**src/rtl/ctech_lib_clk_gate_pkg.sv**
```systemverilog
// rtl/ctech_lib_clk_gate_pkg.sv - shared types, defaults and helpers for the OR-type clock gate
package ctech_lib_clk_gate_pkg;

    typedef enum logic [1:0] {
        CG_ON    = 2'd0,
        CG_DRAIN = 2'd1,
        CG_OFF   = 2'd2
    } cg_state_t;

    localparam int CG_NUM_CH_DEF = 4;
    localparam int CG_HYST_W_DEF = 8;

    // A hysteresis of zero would never gate sensibly, so it behaves as one idle cycle.
    function automatic logic [31:0] hyst_eff(input logic [31:0] hv);
        return (hv == 32'd0) ? 32'd1 : hv;
    endfunction

endpackage

```
**src/rtl/ctech_lib_clk_gate_or_cell.sv**
```systemverilog
// rtl/ctech_lib_clk_gate_or_cell.sv - latch plus OR gate cell, output parked high when disabled
module ctech_lib_clk_gate_or_cell (
    input  logic clk,
    input  logic en,
    output logic clkout
);

    logic en_lat;

    // Enable is captured while clk is high, where the OR output is already 1, so
    // enable changes can never shorten or add a pulse on clkout.
    always_latch begin
        if (clk) begin
            en_lat <= en;
        end
    end

    assign clkout = clk | ~en_lat;

endmodule

```
**src/rtl/ctech_lib_clk_gate_or_hyst.sv**
```systemverilog
// rtl/ctech_lib_clk_gate_or_hyst.sv - multi-channel OR clock gate with per-channel idle hysteresis
module ctech_lib_clk_gate_or_hyst
    import ctech_lib_clk_gate_pkg::*;
#(
    parameter int NUM_CH = CG_NUM_CH_DEF,
    parameter int HYST_W = CG_HYST_W_DEF,
    parameter bit RST_EN = 1'b1
) (
    input  logic              clk,
    input  logic              rst_b,
    input  logic              test_en,
    input  logic [HYST_W-1:0] hyst_val,
    input  logic [NUM_CH-1:0] busy,
    input  logic [NUM_CH-1:0] force_on,
    output logic [NUM_CH-1:0] clkout,
    output logic [NUM_CH-1:0] gated_sts,
    output logic [NUM_CH-1:0] wake_pls
);

    localparam cg_state_t       RST_STATE = RST_EN ? CG_ON : CG_OFF;
    localparam logic [HYST_W-1:0] HV_ONE  = HYST_W'(1);

    logic [HYST_W-1:0] hv_eff;

    assign hv_eff = HYST_W'(hyst_eff(32'(hyst_val)));

    for (genvar i = 0; i < NUM_CH; i++) begin : g_ch
        cg_state_t         state_q, state_d;
        logic [HYST_W-1:0] cnt_q, cnt_d;
        logic              en_q, sts_q, wake_q, wake_d;
        logic              act;

        assign act = busy[i] | force_on[i];

        // Next-state: hysteresis is latched only on entry to DRAIN, so later
        // hyst_val changes leave an in-flight drain untouched.
        always_comb begin
            state_d = state_q;
            cnt_d   = cnt_q;
            wake_d  = 1'b0;
            case (state_q)
                CG_ON: begin
                    if (!act) begin
                        if (hv_eff == HV_ONE) begin
                            state_d = CG_OFF;
                        end else begin
                            state_d = CG_DRAIN;
                            cnt_d   = hv_eff - HV_ONE;
                        end
                    end
                end
                CG_DRAIN: begin
                    if (act) begin
                        state_d = CG_ON;
                        cnt_d   = '0;
                    end else if (cnt_q == HV_ONE) begin
                        state_d = CG_OFF;
                    end else begin
                        cnt_d = cnt_q - HV_ONE;
                    end
                end
                CG_OFF: begin
                    if (act) begin
                        state_d = CG_ON;
                        wake_d  = 1'b1;
                    end
                end
                default: begin
                    state_d = RST_STATE;
                    cnt_d   = '0;
                end
            endcase
        end

        // State register; enable and status are registered from next-state so
        // gating takes effect at the same edge that decides it.
        always_ff @(posedge clk or negedge rst_b) begin
            if (!rst_b) begin
                state_q <= RST_STATE;
                cnt_q   <= '0;
                en_q    <= RST_EN;
                sts_q   <= ~RST_EN;
                wake_q  <= 1'b0;
            end else begin
                state_q <= state_d;
                cnt_q   <= cnt_d;
                en_q    <= (state_d != CG_OFF);
                sts_q   <= (state_d == CG_OFF);
                wake_q  <= wake_d;
            end
        end

        ctech_lib_clk_gate_or_cell u_cell (
            .clk    (clk),
            .en     (en_q | test_en),
            .clkout (clkout[i])
        );

        assign gated_sts[i] = sts_q;
        assign wake_pls[i]  = wake_q;
    end

endmodule

```
**config.mk**
```make
export PLATFORM = sky130hd
export DESIGN_NAME = ctech_lib_clk_gate_or_hyst
export DESIGN_NICKNAME = d
export VERILOG_FILES = /design/src/rtl/ctech_lib_clk_gate_pkg.sv /design/src/rtl/ctech_lib_clk_gate_or_cell.sv /design/src/rtl/ctech_lib_clk_gate_or_hyst.sv
export SDC_FILE = /design/constraint.sdc
export NUM_CORES = 1
export LEC_CHECK = 0
export ABC_AREA = 1
export ABC_CLOCK_PERIOD_IN_PS = 4200
export BUFFER_PORTS_ARGS = -buffer_cell sky130_fd_sc_hd__buf_2
export CAP_MARGIN = 20
export CORE_MARGIN = 4
export CORE_UTILIZATION = 55
export DETAILED_ROUTE_END_ITERATION = 12
export GPL_ROUTABILITY_DRIVEN = 0
export HOLD_SLACK_MARGIN = 0.05
export PLACE_DENSITY = 0.81
export SYNTH_ARGS = -nofsm -noshare
export SYNTH_HDL_FRONTEND = slang
export SYNTH_SLANG_ARGS = --single-unit
```
**constraint.sdc**
```tcl
create_clock -name clk -period 4.2 [get_ports clk]
set_input_delay 0.42 -clock clk [delete_from_list [all_inputs] [get_ports clk]]
set_output_delay 0.42 -clock clk [all_outputs]
set_load 0.05 [all_outputs]
```
==> results.sh <==
export IMPL_status="finished, final reports clean"
export IMPL_ant_nets=0
export IMPL_grt_max_degree=53
export IMPL_vias_per_cell=5.400
export IMPL_end_kind="latch"
export IMPL_yosys_cell_types_count=34
export IMPL_critPathSlowestCell="dfstp_2"
export IMPL_p_leak_nw=2.131
export IMPL_cts_root_buf="clkbuf_8"
export IMPL_syn_area_per_cell_um2=7.408
export IMPL_clkPwrFrac_pct=47.0
export IMPL_worstPathCellList="or2_2"
export IMPL_p_int_mw=1.161
export IMPL_fin_skew_ps=11.84
export IMPL_nNetsFinal=539
export IMPL_p_total_mw=1.834
export IMPL_p_per_area_nw_per_um2=463.7
export IMPL_dp_hpwl_mm=5.751
export IMPL_wl_per_cell_um=13.55
export IMPL_grt_antenna_before_repair=0
export IMPL_worstPathRequired_ps=960
export IMPL_critPathLaunchType="register"
export IMPL_rows=29
export IMPL_grt_pass1_vias=3102
export IMPL_relSlewSlack_pct=57.19
export IMPL_area_growth_pct=11.46
export IMPL_path_buf_inv=0
export IMPL_die_w_um=88.32
export IMPL_drtIter0Drc=159
export IMPL_ios=31
export IMPL_clk_latency_ps=340
export IMPL_setup_violations_final=0
export IMPL_overflow=0
export IMPL_seq_power_share_pct=34.4
export IMPL_p_sw_uw=673.1
export IMPL_p_sw_share_pct=36.70
export IMPL_cts_setup_buffers=0
export IMPL_rsz0062_at_grt="no"
export IMPL_syn_instance_count=479
export IMPL_syn_nets=507
export IMPL_fin_cells=593
export IMPL_numPlacedInstances=574
export IMPL_ir_drop_uv=621.2
export IMPL_cp_arrival_ps=960
export IMPL_drv_slew=0
export IMPL_slowest_delay_ps=360
export IMPL_yosys_warnings=0
export IMPL_fin_util_pct=62.64
export IMPL_core_area_um2=6314
export IMPL_hp_class="input port to async pin"
export IMPL_cts_tree="built"
export IMPL_max_cap_violations=0
export IMPL_drive_gt1_share_pct=20.35
export IMPL_finalHoldViolations=0
export IMPL_stdcell_area_um2=3955
export IMPL_start_util_pct=56.20
export IMPL_cts_buffer_depth=2
export IMPL_clkTransAtPathRegs_ps=70
export IMPL_holdBufCountCts=0
export IMPL_drt_wl_total_mm=8.038
export IMPL_numCtsBuffers=9
export IMPL_diodes=0
export IMPL_portBuffers=30
export IMPL_post_cts_resized=0
export IMPL_die_area_um2=7800
export IMPL_crit_family="flip-flops"
export IMPL_netlist_area_um2=3548
export IMPL_layout_cells_most_common_list="nand2_1, nor2_1, inv_1"
export IMPL_critPathMaxFanout=1
export IMPL_setup_tns_ps=0
export IMPL_crit_type="register to latch"
export IMPL_dpl_cell_area_um2=3701
export IMPL_grt_pass1_wl_mm=13.55
export IMPL_drtPass1Iterations=5
export IMPL_drcViolationCount=0
export IMPL_worst_slew_pin_slew_ps=642.2
export IMPL_htree_levels=3
export IMPL_p_comb_share_pct=18.6
export IMPL_fp_dieH_um=88.32
export IMPL_mostFrequentLayoutCell="nand2_1"
export IMPL_num_vias=3202
export IMPL_synth_seq_cells=56
export IMPL_grt_usage_pct=22.62
[final timing paths]
check                      slack (ps)  cells past startpoint                    end          startpoint
setup / recovery                    0                      1  g_ch[0].u_cell.en_lat        g_ch[0].en_q
hold reg to reg                   490                      1     g_ch[0].state_q[0]  g_ch[0].state_q[0]
min in group clk                  370                      3         g_ch[1].wake_q             busy[1]
setup reg to reg                    0                      1  g_ch[0].u_cell.en_lat        g_ch[0].en_q
max in group asynchronous        3590                      2     g_ch[2].state_q[1]               rst_b
hold / removal                    190                      2       g_ch[3].cnt_q[3]               rst_b
[state kept, by name, summed over array words and instances, names as in the netlist]
register,cells
g_ch.wake_q,4
g_ch.u_cell.en_lat,4
g_ch.cnt_q,32
g_ch.state_q,8
g_ch.sts_q,4
g_ch.en_q,4
[cell usage after synthesis (all sizes together)]
master,n,area share (%)
o21ai,26,4.0
nand3,37,6.8
dfstp,4,3.0
nand2,154,17
clkinv,1,0.25
ha,9,3.2
dlxtp,4,1.7
dfrtp,48,34
nand4,11,2.7
nand3b,4,0.85
o22ai,12,2.1
inv,55,5.8
o31ai,4,0.85
or2,8,1.4
a21oi,14,2.3
nor3,4,0.56
xor2,6,1.5
buf,13,2.9
nor2,65,9.0
[routing by layer]
metal  vias up  GRT usage (%)  routed length [um]
met3        17          4.097                 473
met4         0          10.99                 190
met2        90          36.91                3779
li1       1602              -                   -
met1      1493          28.96                3595
met5         -              0                   0
[area by class of cell]
type / count / area, um^2
fill: 576 / 2359
multi-input combinational: 354 / 1866
sequential: 56 / 1366
inverter: 55 / 211.5
clock buffer: 15 / 151.4
timing repair buffer: 27 / 137.6
clock inverter: 9 / 126.4
tap: 77 / 96.34
[power by group through the flow]
stage,sequential [mW],combinational [mW],clock [mW]
floorplan,0.627,0.259,0.228
global placement,0.636,0.324,0.203
detailed placement,0.638,0.337,0.203
CTS,0.630,0.341,0.875
global route,0.638,0.391,0.910
finish,0.631,0.342,0.861
[per-stage QoR]
step / setup WS (ps) / hold slack [ps]
floorplan: 0 / 124.4
global route: 0 / 243.3
finish: 0 / 191.4
global placement: 0 / 471.9
CTS: 0 / 211.9
detailed placement: 0 / 475.2
[logic make-up (layout without fill, tap and decap cells)]
| kind of cell | count (synthesis) | count (layout) | share of synthesized area [%] |
|---|---|---|---|
| flip-flops | 52 | 52 | 36.81 |
| buffers and inverters | 69 | 106 | 8.921 |
| AO/OA/AOI/OAI | 56 | 56 | 9.239 |
| latches | 4 | 4 | 1.693 |
| XOR/XNOR | 6 | 6 | 1.481 |
| adder cells (fa/ha/maj) | 9 | 9 | 3.174 |
| AND/OR/NAND/NOR | 283 | 283 | 38.68 |
Note: power is estimated with default switching activity, not from simulation.
